**config.mk**
```make
export PLATFORM = sky130hd
export DESIGN_NAME = mem_cmd_arbiter_flat
export DESIGN_NICKNAME = d
export VERILOG_FILES = /design/src/rtl/mem_cmd_arbiter_if.sv /design/src/rtl/mem_cmd_arbiter.sv /design/src/flat_wrapper.sv
export SDC_FILE = /design/constraint.sdc
export NUM_CORES = 1
export LEC_CHECK = 0
export BUFFER_PORTS_ARGS = -buffer_cell sky130_fd_sc_hd__buf_2
export CORE_MARGIN = 1
export CORE_UTILIZATION = 41
export DETAILED_ROUTE_END_ITERATION = 8
export GPL_TIMING_DRIVEN = 1
export HOLD_SLACK_MARGIN = 0.02
export PLACE_DENSITY = 0.75
export SYNTH_ARGS = -nofsm -noshare
export SYNTH_HDL_FRONTEND = slang
export SYNTH_SLANG_ARGS = --single-unit
```
**constraint.sdc**
```tcl
create_clock -name sysclk -period 1.5 [get_ports sysclk]
set_clock_uncertainty 0.1 [all_clocks]
set_input_delay 0 -clock sysclk [delete_from_list [all_inputs] [get_ports sysclk]]
set_output_delay 0 -clock sysclk [all_outputs]
set_load 0.1 [all_outputs]
```
**src/rtl/mem_cmd_arbiter_if.sv**
```systemverilog
// mem_cmd_arbiter_if: bundles the two requester handshakes (A = program
// loader, B = core fetch) and the command-BSRAM pin group.
//   slave  modport : arbiter side (takes requests, drives BSRAM pins)
//   master modport : environment side (requesters + BSRAM read data)
interface mem_cmd_arbiter_if #(
  parameter int ADDR_W = 14,
  parameter int DATA_W = 8
);
  logic              a_req, a_wre, a_ack;
  logic [ADDR_W-1:0] a_ad;
  logic [DATA_W-1:0] a_din, a_dout;
  logic              b_req, b_wre, b_ack;
  logic [ADDR_W-1:0] b_ad;
  logic [DATA_W-1:0] b_din, b_dout;
  logic [DATA_W-1:0] mem_cmd_dout, mem_cmd_din;
  logic [ADDR_W-1:0] mem_cmd_ad;
  logic              mem_cmd_ce, mem_cmd_wre, mem_cmd_oce, mem_cmd_clk;
  logic              busy, grant;

  modport slave (
    input  a_req, a_wre, a_ad, a_din, b_req, b_wre, b_ad, b_din, mem_cmd_dout,
    output a_ack, a_dout, b_ack, b_dout,
           mem_cmd_din, mem_cmd_ad, mem_cmd_ce, mem_cmd_wre, mem_cmd_oce,
           mem_cmd_clk, busy, grant
  );

  modport master (
    output a_req, a_wre, a_ad, a_din, b_req, b_wre, b_ad, b_din, mem_cmd_dout,
    input  a_ack, a_dout, b_ack, b_dout,
           mem_cmd_din, mem_cmd_ad, mem_cmd_ce, mem_cmd_wre, mem_cmd_oce,
           mem_cmd_clk, busy, grant
  );
endinterface

```
**src/rtl/mem_cmd_arbiter.sv**
```systemverilog
// mem_cmd_arbiter: shares the single command-BSRAM port between port A
// (program loader) and port B (core fetch). Each grant runs one fixed
// SETUP / CLKH / CLKL access, then an ACK cycle with a one-cycle ack pulse.
// Ports:
//   sysclk          system clock, rising edge
//   arduino_reset_n synchronous active-low reset
//   bus             mem_cmd_arbiter_if.slave (requesters + BSRAM pins)
// Every output is a register; the comb process computes next values.
module mem_cmd_arbiter #(
  parameter int ADDR_W         = 14,
  parameter int DATA_W         = 8,
  parameter bit FIXED_PRIORITY = 1'b0
) (
  input  logic                sysclk,
  input  logic                arduino_reset_n,
  mem_cmd_arbiter_if.slave    bus
);

  typedef enum logic [2:0] {S_IDLE, S_SETUP, S_CLKH, S_CLKL, S_ACK} state_t;

  state_t            r_state, w_state_nxt;
  logic              r_grant, w_grant_nxt;
  logic              r_last, w_last_nxt;   // owner of last completed access
  logic              r_wre, w_wre_nxt;     // latched access direction
  logic [ADDR_W-1:0] r_ad, w_ad_nxt;
  logic [DATA_W-1:0] r_din, w_din_nxt;
  logic              r_ce, w_ce_nxt;
  logic              r_mwre, w_mwre_nxt;
  logic              r_oce, w_oce_nxt;
  logic              r_clk, w_clk_nxt;
  logic              r_busy, w_busy_nxt;
  logic              r_a_ack, w_a_ack_nxt, r_b_ack, w_b_ack_nxt;
  logic [DATA_W-1:0] r_a_dout, w_a_dout_nxt, r_b_dout, w_b_dout_nxt;
  logic              w_pick_b;
  logic              w_sel_wre;

  // On a tie the port that did not own the last access wins (round-robin),
  // unless A is given fixed priority.
  always_comb begin
    if (bus.a_req && bus.b_req) w_pick_b = FIXED_PRIORITY ? 1'b0 : ~r_last;
    else                        w_pick_b = bus.b_req;
  end

  assign w_sel_wre = w_pick_b ? bus.b_wre : bus.a_wre;

  always_comb begin
    w_state_nxt  = r_state;
    w_grant_nxt  = r_grant;
    w_last_nxt   = r_last;
    w_wre_nxt    = r_wre;
    w_ad_nxt     = r_ad;
    w_din_nxt    = r_din;
    w_ce_nxt     = r_ce;
    w_mwre_nxt   = r_mwre;
    w_oce_nxt    = r_oce;
    w_clk_nxt    = r_clk;
    w_a_ack_nxt  = 1'b0;
    w_b_ack_nxt  = 1'b0;
    w_a_dout_nxt = r_a_dout;
    w_b_dout_nxt = r_b_dout;
    case (r_state)
      S_IDLE: if (bus.a_req || bus.b_req) begin
        // Pins take the winner's command on entry to SETUP; the pin
        // registers double as the latched address/data.
        w_grant_nxt = w_pick_b;
        w_wre_nxt   = w_sel_wre;
        w_ad_nxt    = w_pick_b ? bus.b_ad : bus.a_ad;
        if (w_sel_wre) w_din_nxt = w_pick_b ? bus.b_din : bus.a_din;
        w_ce_nxt    = 1'b1;
        w_mwre_nxt  = w_sel_wre;
        w_oce_nxt   = ~w_sel_wre;
        w_state_nxt = S_SETUP;
      end
      S_SETUP: begin
        w_clk_nxt   = 1'b1;
        w_state_nxt = S_CLKH;
      end
      S_CLKH: begin
        w_clk_nxt   = 1'b0;
        w_ce_nxt    = 1'b0;
        w_mwre_nxt  = 1'b0;
        w_oce_nxt   = 1'b0;
        w_state_nxt = S_CLKL;
      end
      S_CLKL: begin
        // BSRAM read data is valid after the CLKH rising edge.
        if (!r_wre) begin
          if (r_grant) w_b_dout_nxt = bus.mem_cmd_dout;
          else         w_a_dout_nxt = bus.mem_cmd_dout;
        end
        w_a_ack_nxt = ~r_grant;
        w_b_ack_nxt = r_grant;
        w_last_nxt  = r_grant;
        w_state_nxt = S_ACK;
      end
      S_ACK:   w_state_nxt = S_IDLE;
      default: w_state_nxt = S_IDLE;
    endcase
    w_busy_nxt = (w_state_nxt != S_IDLE);
  end

  always_ff @(posedge sysclk) begin
    if (!arduino_reset_n) begin
      r_state  <= S_IDLE;
      r_grant  <= 1'b0;
      r_last   <= 1'b1;  // B, so A wins the first tie
      r_wre    <= 1'b0;
      r_ad     <= '0;
      r_din    <= '0;
      r_ce     <= 1'b0;
      r_mwre   <= 1'b0;
      r_oce    <= 1'b0;
      r_clk    <= 1'b0;
      r_busy   <= 1'b0;
      r_a_ack  <= 1'b0;
      r_b_ack  <= 1'b0;
      r_a_dout <= '0;
      r_b_dout <= '0;
    end else begin
      r_state  <= w_state_nxt;
      r_grant  <= w_grant_nxt;
      r_last   <= w_last_nxt;
      r_wre    <= w_wre_nxt;
      r_ad     <= w_ad_nxt;
      r_din    <= w_din_nxt;
      r_ce     <= w_ce_nxt;
      r_mwre   <= w_mwre_nxt;
      r_oce    <= w_oce_nxt;
      r_clk    <= w_clk_nxt;
      r_busy   <= w_busy_nxt;
      r_a_ack  <= w_a_ack_nxt;
      r_b_ack  <= w_b_ack_nxt;
      r_a_dout <= w_a_dout_nxt;
      r_b_dout <= w_b_dout_nxt;
    end
  end

  assign bus.mem_cmd_ad  = r_ad;
  assign bus.mem_cmd_din = r_din;
  assign bus.mem_cmd_ce  = r_ce;
  assign bus.mem_cmd_wre = r_mwre;
  assign bus.mem_cmd_oce = r_oce;
  assign bus.mem_cmd_clk = r_clk;
  assign bus.busy        = r_busy;
  assign bus.grant       = r_grant;
  assign bus.a_ack       = r_a_ack;
  assign bus.b_ack       = r_b_ack;
  assign bus.a_dout      = r_a_dout;
  assign bus.b_dout      = r_b_dout;

endmodule

```
**src/flat_wrapper.sv**
```systemverilog
// flat-port wrapper written by rule: the top's interface ports become plain ports
module mem_cmd_arbiter_flat 
#(
  parameter int ADDR_W         = 14,
  parameter int DATA_W         = 8,
  parameter bit FIXED_PRIORITY = 1'b0
)
  (sysclk, arduino_reset_n, bus_a_req, bus_a_wre, bus_a_ad, bus_a_din, bus_b_req, bus_b_wre, bus_b_ad, bus_b_din, bus_mem_cmd_dout, bus_a_ack, bus_a_dout, bus_b_ack, bus_b_dout, bus_mem_cmd_din, bus_mem_cmd_ad, bus_mem_cmd_ce, bus_mem_cmd_wre, bus_mem_cmd_oce, bus_mem_cmd_clk, bus_busy, bus_grant);
  mem_cmd_arbiter_if #(.ADDR_W(ADDR_W), .DATA_W(DATA_W)) bus_i ();
  input  logic sysclk;
  input  logic arduino_reset_n;
  input wire logic [$bits(bus_i.a_req)-1:0] bus_a_req;
  input wire logic [$bits(bus_i.a_wre)-1:0] bus_a_wre;
  input wire logic [$bits(bus_i.a_ad)-1:0] bus_a_ad;
  input wire logic [$bits(bus_i.a_din)-1:0] bus_a_din;
  input wire logic [$bits(bus_i.b_req)-1:0] bus_b_req;
  input wire logic [$bits(bus_i.b_wre)-1:0] bus_b_wre;
  input wire logic [$bits(bus_i.b_ad)-1:0] bus_b_ad;
  input wire logic [$bits(bus_i.b_din)-1:0] bus_b_din;
  input wire logic [$bits(bus_i.mem_cmd_dout)-1:0] bus_mem_cmd_dout;
  output wire logic [$bits(bus_i.a_ack)-1:0] bus_a_ack;
  output wire logic [$bits(bus_i.a_dout)-1:0] bus_a_dout;
  output wire logic [$bits(bus_i.b_ack)-1:0] bus_b_ack;
  output wire logic [$bits(bus_i.b_dout)-1:0] bus_b_dout;
  output wire logic [$bits(bus_i.mem_cmd_din)-1:0] bus_mem_cmd_din;
  output wire logic [$bits(bus_i.mem_cmd_ad)-1:0] bus_mem_cmd_ad;
  output wire logic [$bits(bus_i.mem_cmd_ce)-1:0] bus_mem_cmd_ce;
  output wire logic [$bits(bus_i.mem_cmd_wre)-1:0] bus_mem_cmd_wre;
  output wire logic [$bits(bus_i.mem_cmd_oce)-1:0] bus_mem_cmd_oce;
  output wire logic [$bits(bus_i.mem_cmd_clk)-1:0] bus_mem_cmd_clk;
  output wire logic [$bits(bus_i.busy)-1:0] bus_busy;
  output wire logic [$bits(bus_i.grant)-1:0] bus_grant;
  assign bus_i.a_req = bus_a_req;
  assign bus_i.a_wre = bus_a_wre;
  assign bus_i.a_ad = bus_a_ad;
  assign bus_i.a_din = bus_a_din;
  assign bus_i.b_req = bus_b_req;
  assign bus_i.b_wre = bus_b_wre;
  assign bus_i.b_ad = bus_b_ad;
  assign bus_i.b_din = bus_b_din;
  assign bus_i.mem_cmd_dout = bus_mem_cmd_dout;
  assign bus_a_ack = bus_i.a_ack;
  assign bus_a_dout = bus_i.a_dout;
  assign bus_b_ack = bus_i.b_ack;
  assign bus_b_dout = bus_i.b_dout;
  assign bus_mem_cmd_din = bus_i.mem_cmd_din;
  assign bus_mem_cmd_ad = bus_i.mem_cmd_ad;
  assign bus_mem_cmd_ce = bus_i.mem_cmd_ce;
  assign bus_mem_cmd_wre = bus_i.mem_cmd_wre;
  assign bus_mem_cmd_oce = bus_i.mem_cmd_oce;
  assign bus_mem_cmd_clk = bus_i.mem_cmd_clk;
  assign bus_busy = bus_i.busy;
  assign bus_grant = bus_i.grant;
  mem_cmd_arbiter #(.ADDR_W(ADDR_W), .DATA_W(DATA_W), .FIXED_PRIORITY(FIXED_PRIORITY)) u_core (.sysclk(sysclk), .arduino_reset_n(arduino_reset_n), .bus(bus_i));
endmodule
```
* Yosys cells after proc, flatten, opt, wreduce, memory -nomap -nowiden
Index checks and enable logic that the tools add are counted.
Storage, ports and cells: ROM bits 0, latch bits 0, RAM bits 0, memories 0, bits in registers 51, output and inout port bits 46
Operators by class: add/subtract/negate cells 0, reduce and logical (&&, ||, !) cells 12, equal/unequal tests 4, shift-type cells 0, div/mod/pow operators 0, bitwise gates (word level) 4, order comparisons 0, mux-type cells 13, $mul 0
Operator list (number):
- 14-bit two-way mux | 1
- 3-bit one-hot mux with 4 select lines | 1
- 3-bit AND reduction | 3
- 8-bit two-way mux | 1
- 1-bit one-hot mux with 2 select lines | 4
- 3-bit by 2-bit == test with 1-bit output (second input constant) | 2
- 2-bit AND reduction | 3
- 1-bit two-way mux | 5
- 1-bit inverter | 4
- 2-bit nonzero test | 2
- 3-bit by 1-bit == test with 1-bit output (second input constant) | 1
- 3-bit logical NOT | 1
- 3-bit two-way mux | 1
- 3-bit nonzero test | 1
- 2-bit by 1-bit inequality test with 1-bit output (second input constant) | 1
- 1-bit logical AND | 1
- 1-bit logical OR | 1

* Longest topological paths before layout
Gate-level depths: netlist (run 1).
word-level depth 6, gate-level depth with buffers 6

* Worst setup path before layout (run 1)
OpenSTA, ideal clock, no wires.
path kind reg2reg, start register u_core.r_grant, in the netlist u_core.bus.grant, end register u_core.r_a_dout[0], in the netlist u_core.bus.a_dout[0], setup slack -0.409 ns, required time 1.272 ns, clock period less this slack 1.909 ns, stages on the path, launching flop included 4, data arrival time 1.682 ns, library setup time 0.128 ns, path buffers 0, path through dfxtp_1 nor4_4 mux2i_1 nor2_1
Between the ends: cells in the longest elaborated chain, start to end 2
RTL lines:
- start: declaration | line mem_cmd_arbiter.sv:22 | logic r_grant, w_grant_nxt;
- start signal: assignment | line mem_cmd_arbiter.sv:121 | r_grant <= w_grant_nxt;
- 1-bit inverter
- 3-bit AND reduction (no source line)
- end signal: assignment | line mem_cmd_arbiter.sv:133 | r_a_dout <= w_a_dout_nxt;
- end: declaration | line mem_cmd_arbiter.sv:33 | logic [DATA_W-1:0] r_a_dout, w_a_dout_nxt, r_b_dout, w_b_dout_nxt;
No other way between the ends. A chain may end at the register's enable or synchronous reset.

* Worst setup path in the final report (run 1)
start register u_core.r_state[0], end register u_core.r_ad[12], in the netlist u_core.bus.mem_cmd_ad[12]
Between the ends: cells in the longest elaborated chain, start to end 2
RTL lines:
- start: declaration | line mem_cmd_arbiter.sv:21 | state_t r_state, w_state_nxt;
- start signal: assignment | line mem_cmd_arbiter.sv:120 | r_state <= w_state_nxt;
- 3-bit logical NOT | line mem_cmd_arbiter.sv:61 | case (r_state)
- 2-bit AND reduction (no source line)
- end signal: assignment | line mem_cmd_arbiter.sv:124 | r_ad <= w_ad_nxt;
- end: declaration | line mem_cmd_arbiter.sv:25 | logic [ADDR_W-1:0] r_ad, w_ad_nxt;
No other way between the ends.

==> summary.md, run 1 <==
| Metric | Value |
|---|---|
| Fmax | 0.6694 GHz |
| Max-cap viol count | 0 |
| Final period utilization | 99.59% |
| Initial core utilization | 42.43% |
| Root Buffer | clkbuf_8 |
| Syn avg cell area | 10.02 um2 |
| PortBufs | 103 |
| Worst path arrival time | between 1.5 and 2 ns |
| Storage cell area | 1035 um2 |
| Share of cells above drive strength 1 | between 40% and 50% |
| TritonCTS Buffers | 5 |
| Core Area | 5075 um2 |
| Max_slew headroom | roughly two thirds |
| Die Wd | 74.47 um |
| Reg2reg start | u_core.r_state[0] |
| Crit end category | flip-flop |
| Post-synthesis sequential area ratio | 47.41% |
| Sequential power share | 38.2% |
| Layout Nets | 432 |
| Worst Hold Endpoint | u_core.bus.mem_cmd_din[0] |
| Largest net degree at the start of global routing | 37 |
| Area of the multi-input gates | 1021 um2 |
| Reg-to-reg setup timing slack | 0.006 ns |
| R2R Path End | u_core.bus.mem_cmd_ad[12] |
| Startpoint types | flip-flop |
| Pwr per Cell Area | 1160 nW/um2 |
| Combinational power share | 41.2% |
| R2R depth | 6 |
| Tot GR Track Use | 21.39% |
| Clk slew on worst S/H paths | 0.09 ns |
| Layout fillers | 400 |
| Worst Max-Slew Pin Slew | approximately 0.5 ns |
| Switch Pwr | 0.001689 W |
| Final Setup Violations | 0 |
| Pint | 0.002369 W |
| Worst-Skew Late Latency | 0.30 ns |
| Synthesized instance count | about 220 |
| Critical path type | flip-flop to flip-flop |
| Vias in the first global route | 1,982 |
| Hold slack | 0.03478 ns |
| Syn_nets | roughly 270 |
| Final min period | 1.494 ns |
| Flops & latches, synth | roughly 50 |
| Post-Route Utilization | 68.91% |
| CP Cell Sequence | buf_6, nor4_4, buf_4, clkbuf_16, nor2_1, a211oi_1 |
| Crit-path max FO | 8 |
| Yosys cell types | 35 |
| H-tree level count | 2 |
| First-pass GRT wire length | around 9 mm |
| Drt pass-1 iters | 4 |
| Clock sinks | 51 |
| Hold Path Class | primary input to flip-flop |
| Critical path's top delay family | buffers and inverters |
| Total negative setup slack | 0 ns |
| Hold depth | 4 |
| Top Ports | approximately 100 |
| Clock power share | 20.6% |
| Via count | 2,170 |
| Hold path start | bus_b_din[0] |
| Vias/cell | roughly 5 |
| Run status | complete, no violations |
| Core Rows | 26 |
| Buf/Inv on CP | 3 |
| RSZ-0062 raised after global routing | true |
| Crit path largest cell delay | about 0.37 ns |
| ANT nets after route | 0 |
| Ys Warns | 0 |
| Pins Over Slew Limit | 0 |
| Antenna violations before repair | 0 |
| Leakage | 1.663 nW |
| GPL Wtd Cong | 0.7851 |
| Initial DRC count | 66 |
| Area growth syn-to-layout | 62.41% |
| Synthesized area | 2153 um2 |
| Max clock buf depth | 2 |
| Wire per inst | 13.55 um |
| Fin. Hold Viols | 0 |
| GR Overflow Total | 0 |
| Required time worst endpoint | 1.62 ns |
| Die Ht | 74.47 um |
| Slowest-stage cell, CP | dfxtp_4 |
| Maximum VDD drop | roughly 640 uV |
| Design Area, Final | around 3500 um2 |
| Drc violations | 0 |
| CTS tree | built |
| Routed WL | 6.028 mm |
| Net Sw Frac | 41.63% |
| N_diodes | 0 |
| DP HPWL | 3.431 mm |
| Placed cell areas | 2801 um2 |
| Die ar. | approximately 5500 um2 |
==> cell usage after synthesis (all sizes together) <==
master,count,share of area [%]
and3,1,0.29
clkbuf,5,0.87
buf,11,3.6
a211oi,15,5.2
dfxtp,51,47
a21boi,1,0.87
o21ai,4,0.93
and3b,1,0.46
nor3,2,0.46
a2bb2oi,1,0.41
a21oi,3,0.70
o31ai,1,0.35
nor2,41,7.5
nand2,4,1.0
xnor2,1,0.41
nand3b,1,0.35
nor3b,8,2.8
a22oi,1,0.35
a31oi,8,2.3
nand3,1,0.23
clkinv,1,0.17
nor4,3,2.3
inv,9,1.6
mux2i,31,15
o211ai,1,0.35
o221a,8,4.2
nand2b,1,0.29
==> cell families after synthesis <==
kind of cell              share of synthesized area [%]
AOI/OAI and AO/OA                                 15.69
and+or+nand+nor                                   15.69
DFF                                               47.41
muxes                                             14.58
buffers and inverters                             6.217
xor gates and xnor gates                         0.4068
==> per-layer routing <==
metal	GRT usage, %	share of wire [%]
met1	24.64	42
met5	0	0
met3	6.233	4.9
met4	6.709	1.3
met2	38.04	52
==> state kept, by name, indices dropped and copies added (netlist names) <==
register / flops
u_core.bus.busy: 1
u_core.bus.mem_cmd_ce: 1
u_core.bus.grant: 1
u_core.bus.b_ack: 1
u_core.bus.mem_cmd_clk: 1
u_core.r_wre: 1
u_core.bus.mem_cmd_ad: 14
u_core.r_last: 1
u_core.bus.mem_cmd_wre: 1
u_core.bus.a_dout: 8
u_core.bus.mem_cmd_din: 8
u_core.bus.b_dout: 8
u_core.bus.mem_cmd_oce: 1
u_core.r_state: 3
u_core.bus.a_ack: 1
==> metrics by stage <==
stage / std cells / worst slack [ns] / power [W]
finish: 445 / 0.006147 / 0.004058
global route: 445 / -0.05661 / 0.004233
CTS: 436 / -0.003195 / 0.004014
detailed placement: 384 / -0.01902 / 0.003009
global placement: 384 / 0.03867 / 0.002995
floorplan: 215 / -0.07955 / 0.002725
==> worst min-delay path: cells and delay by family <==
family / cells / cell delay [ns]
buffers and inverters: 2 / 0.11
AO/OA/AOI/OAI: 2 / 0.31
==> worst max-delay path by stage <==
| stage | from | to | slack, ns | cells after the start |
|---|---|---|---|---|
| floorplan | u_core.r_state[1] | u_core.bus.a_dout[0] | -0.08 | 5 |
| global placement | u_core.r_state[0] | u_core.bus.mem_cmd_ad[13] | 0.04 | 5 |
| detailed placement | u_core.r_state[0] | u_core.bus.mem_cmd_ad[2] | -0.02 | 5 |
| CTS | u_core.r_state[1] | u_core.bus.mem_cmd_oce | -0.003 | 5 |
| global route | u_core.r_state[0] | u_core.bus.mem_cmd_ad[12] | -0.06 | 6 |
| finish | u_core.r_state[0] | u_core.bus.mem_cmd_ad[12] | 0.006 | 6 |
==> cell usage in the layout (no fill, tap or decap), types with 2 or more instances in the layout <==
cell / instances
buf_6: 5
mux2i_1: 29
a211oi_1: 15
o21ai_0: 4
buf_12: 5
nor3_1: 2
nor2_1: 40
nor4_4: 2
buf_4: 14
dfxtp_2: 2
nand2_1: 3
buf_2: 103
dfxtp_4: 3
dfxtp_1: 46
o221a_1: 5
a31oi_1: 8
clkbuf_8: 6
nor3b_1: 8
dlygate4sd3_1: 39
a21oi_1: 3
inv_1: 9
o221a_2: 3
clkbuf_16: 2
==> area by class of cell <==
cell class                 instances  area share, %
inverter                          10          1.073
clock buffer                       6          2.361
sequential                        51          29.59
tap                               70          2.504
clock inverter                     2         0.4651
multi-input combinational        138          29.20
timing repair buffer             168          34.81
==> power groups by stage <==
stage | clock (W) | sequential, W | combinational [W]
3_5_place_dp | 0 | 0.00158 | 0.00143
4_1_cts | 0.000864 | 0.00155 | 0.00160
2_1_floorplan | 0 | 0.00235 | 0.000380
5_1_grt | 0.000915 | 0.00157 | 0.00175
6_report | 0.000836 | 0.00155 | 0.00167
3_3_place_gp | 0 | 0.00158 | 0.00142
==> repair_timing <==
item                                    4_1_cts  5_1_grt
buffers inserted                              4        7
endpoints found under the setup margin        9       27
pin swaps                                     3        9
hold buffers                                 38        1
gates resized for setup                       6       10
gates cloned                                  2        1
endpoints found under the hold margin        45        2
Note: power is estimated with default switching activity, not from simulation.
==> inputs of run 2 (changes only) <==
--- a/config.mk
+++ b/config.mk
@@ -5,13 +5,15 @@
 export SDC_FILE = /design/constraint.sdc
 export NUM_CORES = 1
 export LEC_CHECK = 0
+export ABC_AREA = 1
 export BUFFER_PORTS_ARGS = -buffer_cell sky130_fd_sc_hd__buf_2
 export CORE_MARGIN = 1
 export CORE_UTILIZATION = 41
 export DETAILED_ROUTE_END_ITERATION = 8
 export GPL_TIMING_DRIVEN = 1
-export HOLD_SLACK_MARGIN = 0.02
+export HOLD_SLACK_MARGIN = 0.06
 export PLACE_DENSITY = 0.75
+export SETUP_SLACK_MARGIN = 0.15
 export SYNTH_ARGS = -nofsm -noshare
 export SYNTH_HDL_FRONTEND = slang
 export SYNTH_SLANG_ARGS = --single-unit
==> run 2 against run 1 <==
Against the previous run:
- worst hold slack better by 0.060 ns
- critical endpoint is now u_core.bus.grant
- critical path depth grew 1
- cell area grew 2.3%
- via count rose by 16%
- die area decreased by 0.74%
- fmax grew 12%
- sequential power hardly changed
- synthesized cell count up 44%
- area after synthesis shrank 0.76%
- power grew 0.78%
==> summary.md, run 2 <==
| Metric | Value |
|---|---|
| Run status | complete, no violations |
| Crit-path max FO | 4 (-4) |
| Die Wd | 74.20 um (-0.37%) |
| CTS tree | built |
| GR Overflow Total | 0 (unchanged) |
| Max_slew headroom | 67.16% (+0.21 points) |
| Wire length on met1 | 2.678 mm (+6.9%) |
| Required time worst endpoint | 1.59 ns (-0.03 ns) |
| Main synth FF type | dfxtp_1 |
| Hold path start | bus_a_wre |
| Initial DRC count | 114 (+73%) |
| Commonest non-fill, non-tap cells in the layout | nand2_1, buf_2, dlygate4sd3_1 |
| Hold Path Class | primary input to flip-flop |
| Most common cell after layout, fill and taps aside | nand2_1 |
| Max clock buf depth | 2 (unchanged) |
| Hold depth | 6 (+2) |
| Critical path type | primary input to flip-flop |
| Ys Warns | 0 (unchanged) |
| Fraction of registers with async set or reset after synthesis | 0% (unchanged) |
| Leakage | 1.817 nW (+9.3%) |
| # placed instances | 474 (+23%) |
| Antenna violations before repair | 0 (unchanged) |
| Synth Area in Simple Gates | 36.01% (+20 points) |
| Xor/xnor share of the synthesized area | 0% (-0.41 points) |
| Top cells by area, synth | dfxtp_1, nand2_1, nor2_1, a21oi_1, inv_1 |
| Syn avg cell area | 6.894 um2 (-31%) |
| WL met2 | 3.569 mm (+13%) |
| Final period utilization | 89.12% (-10 points) |
| Metal3 WL | 278 um (-6.1%) |
| Top Ports | 104 (unchanged) |
| Synthesized instance count | 310 (+44%) |
| Root Buffer | clkbuf_8 |
| ANT nets after route | 0 (unchanged) |
| PortBufs | 103 (unchanged) |
| Maximum VDD drop | 622.2 uV (-2.5%) |
| Max-cap viol count | 0 (unchanged) |
| Worst Hold Endpoint | u_core.bus.mem_cmd_wre |
| Area growth syn-to-layout | 67.45% |
| Final std cells w/o fill | 548 (+23%) |
| Worst Max-Slew Pin Slew | 0.4960 ns (-0.003195 ns) |
| Crit end category | flip-flop |
| Total negative setup slack | 0 ns (unchanged) |
| Fmax | 0.7481 GHz (+12%) |
| Post-synthesis mux area share | 0% (-15 points) |
| R2R Path End | u_core.bus.mem_cmd_oce |
| Via count | 2,507 (+16%) |
| Clk slew on worst S/H paths | 0.09 ns (about the same) |
| Post-synthesis sequential area ratio | 47.78% (+0.36 points) |
| Final min period | 1.337 ns (-0.1571 ns) |
| TritonCTS Buffers | 5 (unchanged) |
| Core Rows | 25 (-3.8%) |
| Tot GR Track Use | 24.95% (+3.6 points) |
| GPL Wtd Cong | 0.7896 (+0.57%) |
| Clock sinks | 51 (unchanged) |
| Vias/cell | 4.575 (-6.2%) |
| Combinational family with the most area after synthesis | simple AND/OR/NAND/NOR gates |
| Wire per inst | 12.20 um (-9.9%) |
| Top Metal Used | met4 |
| Layout fillers | 394 (-1.5%) |
| Compound-Gate Fraction of Synth Area | 9.660% (-6.0 points) |
| Syn_nets | 368 (+35%) |
| Share of cells above drive strength 1 | 34.51% (-6.8 points) |
| Reg-to-reg setup timing slack | 0.19 ns (+0.18 ns) |
| Startpoint types | primary input |
| Yosys top cell area share | 47.78% (+0.36 points) |
| Die Ht | 74.20 um (-0.37%) |
| Yosys top cell by area | dfxtp_1 |
| H-tree level count | 2 (unchanged) |
| First-pass GRT wire length | 10.41 mm (+17%) |
| Worst path arrival time | 1.43 ns (-0.19 ns) |
| Drc violations | 0 (unchanged) |
| Worst-Skew Late Latency | 0.30 ns (about the same) |
| Flops & latches, synth | 51 (unchanged) |
| Largest net degree at the start of global routing | 23 (-38%) |
| RSZ-0062 raised after global routing | true |
| Pwr per Cell Area | 1143 nW/um2 (-1.5%) |
| Design Power | 0.004089 W (+0.78%) |
| N_diodes | 0 (unchanged) |
| Pins Over Slew Limit | 0 (unchanged) |
| Drt pass-1 iters | 4 (unchanged) |
| Routed WL | 6.687 mm (+11%) |
| Synthesized area | 2137 um2 (-0.76%) |
| DP HPWL | 3.705 mm (+8.0%) |
| Reg2reg start | u_core.r_state[0] |
| Largest register FFs | 14 (unchanged) |
| Core Area | 4880 um2 (-3.8%) |
| Die ar. | 5505 um2 (-0.74%) |
| Most frequent cells after synthesis | nand2_1, dfxtp_1, nor2_1 |
| Vias in the first global route | 2,358 (+19%) |
| Yosys cell types | 24 (-31%) |
| Final Setup Violations | 0 (unchanged) |
| Synth Area in Adders | 0% (unchanged) |
| R2R depth | 6 (unchanged) |
| Post-Route Utilization | 73.33% (+4.4 points) |
| Initial core utilization | 43.79% (+1.4 points) |
| Cell with the most instances after synthesis | nand2_1 |
| Layout Nets | 538 (+25%) |
| Fin. Hold Viols | 0 (unchanged) |
| EDFF count, synth | 0 (unchanged) |
==> run 2: stage by stage <==
step	worst slack, ns	instance area, um2	hold WS (ns)
after global routing	0.1095	3578	0.09180
after floorplan	0.1503	2153	0.04291
final	0.1633	3578	0.09472
after CTS	0.1520	3421	0.1170
after detailed placement	0.1218	2733	0.1717
after global placement	0.1989	2733	0.1646
==> run 2: how the worst max path moves through the flow <==
| stage | from | end | slack (ns) | cells after the start |
|---|---|---|---|---|
| 2_1_floorplan | u_core.bus.mem_cmd_ad[0] | u_core.bus.mem_cmd_ad[0] | 0.15 | 2 |
| 6_report | bus_b_req | u_core.bus.grant | 0.16 | 7 |
| 5_1_grt | bus_a_req | u_core.bus.mem_cmd_din[0] | 0.11 | 10 |
| 3_3_place_gp | u_core.r_state[1] | u_core.r_wre | 0.20 | 4 |
| 4_1_cts | bus_a_req | u_core.bus.mem_cmd_ad[7] | 0.15 | 9 |
| 3_5_place_dp | u_core.r_last | u_core.bus.mem_cmd_ad[7] | 0.12 | 7 |
==> run 2: critical path, cell delays in order <==
cell and delay (ns):
dlygate4sd3_1 0.54, buf_2 0.16, nor2_1 0.24, nor2_4 0.08, buf_4 0.15, o21ai_0 0.19
a21oi_1 0.06
==> run 2: report_power, final <==
part	switching (W)	total, W	internal, W
clock	0.000446	0.00111	0.000667
sequential	0.0000629	0.00153	0.00147
combinational	0.00105	0.00145	0.000399
total	0.00156	0.00409	0.00253
==> run 2: repair_timing <==
item                                   CTS  global route
buffers inserted                         0            11
endpoints found under the hold margin   44             0
hold buffers                            55             0
gates resized for setup                  2            22
setup endpoints to repair               11            40
pin swaps                                0             8
==> run 2: per-layer routing <==
metal | vias up | track usage (%)
met2 | 89 | 47.27
met5 | - | 0
met4 | 0 | 10.04
met3 | 17 | 5.014
li1 | 1294 | -
met1 | 1107 | 26.86
==> run 2: cells by family after synthesis <==
group           after synthesis
flops                        51
simple gates                188
compound gates               39
buf+inv                      32
==> run 2: final cells by class <==
cell class,instances,area [um2],area share (%)
repair buffers,175,1221,34.13
inverters,20,82.58,2.308
well taps,67,83.83,2.343
clock inverters,2,60.06,1.678
flip-flops and latches,51,1044,29.16
clock buffers,6,72.57,2.028
multi-input cells,227,1015,28.36
==> inputs of run 3 (changes only) <==
--- a/config.mk
+++ b/config.mk
@@ -6,13 +6,13 @@
 export NUM_CORES = 1
 export LEC_CHECK = 0
 export ABC_AREA = 1
-export BUFFER_PORTS_ARGS = -buffer_cell sky130_fd_sc_hd__buf_2
 export CORE_MARGIN = 1
-export CORE_UTILIZATION = 41
+export CORE_UTILIZATION = 45
+export CTS_BUF_LIST = sky130_fd_sc_hd__clkbuf_4 sky130_fd_sc_hd__clkbuf_8 sky130_fd_sc_hd__clkbuf_16
 export DETAILED_ROUTE_END_ITERATION = 8
+export DONT_BUFFER_PORTS = 1
 export GPL_TIMING_DRIVEN = 1
 export HOLD_SLACK_MARGIN = 0.06
-export PLACE_DENSITY = 0.75
 export SETUP_SLACK_MARGIN = 0.15
 export SYNTH_ARGS = -nofsm -noshare
 export SYNTH_HDL_FRONTEND = slang
==> run 3 against run 2 <==
Against the previous run:
- cell area decreased by 10%
- the run now ends with DRC, hold timing left
- non-clock buffer count decreased by 80
- critical endpoint is now u_core.bus.mem_cmd_din[5]
- register-to-register slack got worse by 0.02 ns
- via count decreased by 11%
- sequential share of layout area increased by 3.3 points
- sequential power about the same
- largest power group unchanged
- power decreased by 2.5%
- sequential cell count unchanged
- setup slack improved by 0.011 ns
==> summary.md, run 3 (synthesis results as in run 2) <==
| Metric | Value |
|---|---|
| Leakage | 1.510 nW (-17%) |
| Max clock buf depth | 2 (unchanged) |
| Max_slew headroom | 76.50% (+9.3 points) |
| Reg-to-reg setup timing slack | 0.17 ns (-0.02 ns) |
| Required time worst endpoint | 1.59 ns (about the same) |
| Layout Nets | 460 (-14%) |
| Fmax | 0.7544 GHz (+0.84%) |
| Drt pass-1 iters | 8 (+4) |
| Cts hold-fix bufs | 41 (-25%) |
| Final period utilization | 88.37% (-0.74 points) |
| TritonCTS Buffers | 5 (unchanged) |
| Vias in the first global route | 2,110 (-11%) |
| Final min period | 1.326 ns (-0.01115 ns) |
| Via count | 2,238 (-11%) |
| Vias/cell | 4.919 (+7.5%) |
| Antenna violations before repair | 0 (unchanged) |
| Core Area | 4444 um2 (-8.9%) |
| GPL Wtd Cong | 0.7995 (+1.3%) |
| Critical path type | flip-flop to flip-flop |
| RSZ-0062 raised after global routing | true |
| Run status | complete, but fails checks |
| Core Rows | 24 (-4.0%) |
| First-pass GRT wire length | 9.204 mm (-12%) |
| GR Overflow Total | 0 (unchanged) |
| Most common cell after layout, fill and taps aside | nand2_1 |
| Initial core utilization | 48.09% (+4.3 points) |
| Die ar. | 5028 um2 (-8.7%) |
| Hold Path Class | primary input to flip-flop |
| Tot GR Track Use | 23.10% (-1.8 points) |
| Area growth syn-to-layout | 50.64% |
| Pins Over Slew Limit | 0 (unchanged) |
| Layout fillers | 358 (-9.1%) |
| Root Buffer | clkbuf_8 |
| N_diodes | 0 (unchanged) |
| Fin. Hold Viols | 20 (+20) |
| Total negative setup slack | 0 ns (unchanged) |
| Reg2reg start | u_core.r_state[0] |
| Maximum VDD drop | 948.1 uV (+52%) |
| Pwr per Cell Area | 1239 nW/um2 (+8.4%) |
| Clock sinks | 51 (unchanged) |
| Wire per inst | 12.99 um (+6.5%) |
| CTS tree | built |
| Die Wd | 70.91 um (-4.4%) |
| Hold depth | 2 (-4) |
| Hold path start | arduino_reset_n |
| Final Setup Violations | 0 (unchanged) |
| R2R depth | 7 (+1) |
| Drc violations | 6 (+6) |
| ANT nets after route | 0 (unchanged) |
| Worst path arrival time | 1.42 ns (about the same) |
| Hold slack | -0.2901 ns (-0.3849 ns) |
| Max-cap viol count | 0 (unchanged) |
| Largest register FFs | 14 (unchanged) |
| Worst Max-Slew Pin Slew | 0.3514 ns (-0.1446 ns) |
| Worst-Skew Late Latency | 0.30 ns (about the same) |
| # placed instances | 401 (-15%) |
| Top Ports | 104 (unchanged) |
| Die Ht | 70.91 um (-4.4%) |
| Crit-path max FO | 10 (+6) |
| Clk slew on worst S/H paths | 0.09 ns (about the same) |
| Worst Hold Endpoint | u_core.bus.a_dout[3] |
| Worst slack at placement | 0.1493 ns (+0.02752 ns) |
| Commonest non-fill, non-tap cells in the layout | nand2_1, buf_4, dlygate4sd3_1 |
| Startpoint types | flip-flop |
| Routed WL | 5.912 mm (-12%) |
| Crit end category | flip-flop |
| Failing checks | DRC, hold timing |
| Largest net degree at the start of global routing | 24 (+4.3%) |
| DP HPWL | 3.513 mm (-5.2%) |
| Share of cells above drive strength 1 | 24.81% (-9.7 points) |
| H-tree level count | 2 (unchanged) |
| Final std cells w/o fill | 455 (-17%) |
| Final setup margin | 0.1744 ns (+0.01115 ns) |
| PortBufs | 0 (-100%) |
| Initial DRC count | 98 (-14%) |
| R2R Path End | u_core.bus.mem_cmd_din[5] |
## run 3: layout make-up
cell class / count / area, um2 / share of cell area, %
clock buffer: 7 / 101.3 / 3.148
sequential: 51 / 1044 / 32.41
multi-input combinational: 229 / 1041 / 32.34
timing repair buffer: 95 / 848.3 / 26.35
clock inverter: 1 / 30.03 / 0.9328
inverter: 20 / 90.09 / 2.798
tap: 52 / 65.06 / 2.021
## run 3: per-stage QoR
stage                     util (%)  area (um2)  total power [W]
after floorplan                  -        2153         0.002559
after global placement       57.35        2549         0.002768
after detailed placement     57.35        2549         0.002780
after CTS                    69.59        3093         0.003913
after global routing         72.44        3219         0.004157
final                        72.44        3219         0.003987
## run 3: worst max path at each step
stage                                        start                        end  slack, ns  cells after the start
after floorplan           u_core.bus.mem_cmd_ad[0]   u_core.bus.mem_cmd_ad[0]       0.15                      2
after global placement           u_core.r_state[2]       u_core.bus.a_dout[5]       0.16                      6
after detailed placement         u_core.r_state[2]       u_core.bus.a_dout[3]       0.15                      7
after CTS                        u_core.r_state[0]  u_core.bus.mem_cmd_din[5]       0.17                      6
after global routing             u_core.r_state[0]  u_core.bus.mem_cmd_ad[10]       0.10                      7
final                            u_core.r_state[0]  u_core.bus.mem_cmd_din[5]       0.17                      7
## run 3: metal layers
layer,vias up,GRT usage (%),share of wire [%]
li1,1146,-,-
met2,82,40.71,50
met3,17,5.983,6.3
met5,-,0,0
met4,0,10.00,2.5
met1,993,26.46,41
## run 3: power by group
group	switching, W	internal [W]
clock network	0.000432	0.000617
registers	0.0000669	0.00147
logic	0.00103	0.000375
total	0.00153	0.00246
## run 3: critical path, stage by stage (launching register included)
cell	delay, ns
dfxtp_2	0.36
inv_4	0.08
nand3_2	0.09
nor2_4	0.16
buf_4	0.16
nand2_8	0.07
nor2_1	0.14
nor2_1	0.06
## run 3: timing repair
item | in CTS | in global routing
hold endpoints to repair | 51 | 20
cloned | 0 | 2
resized for setup | 1 | 27
buffers inserted | 0 | 3
pin swaps | 0 | 4
endpoints found under the setup margin | 8 | 41
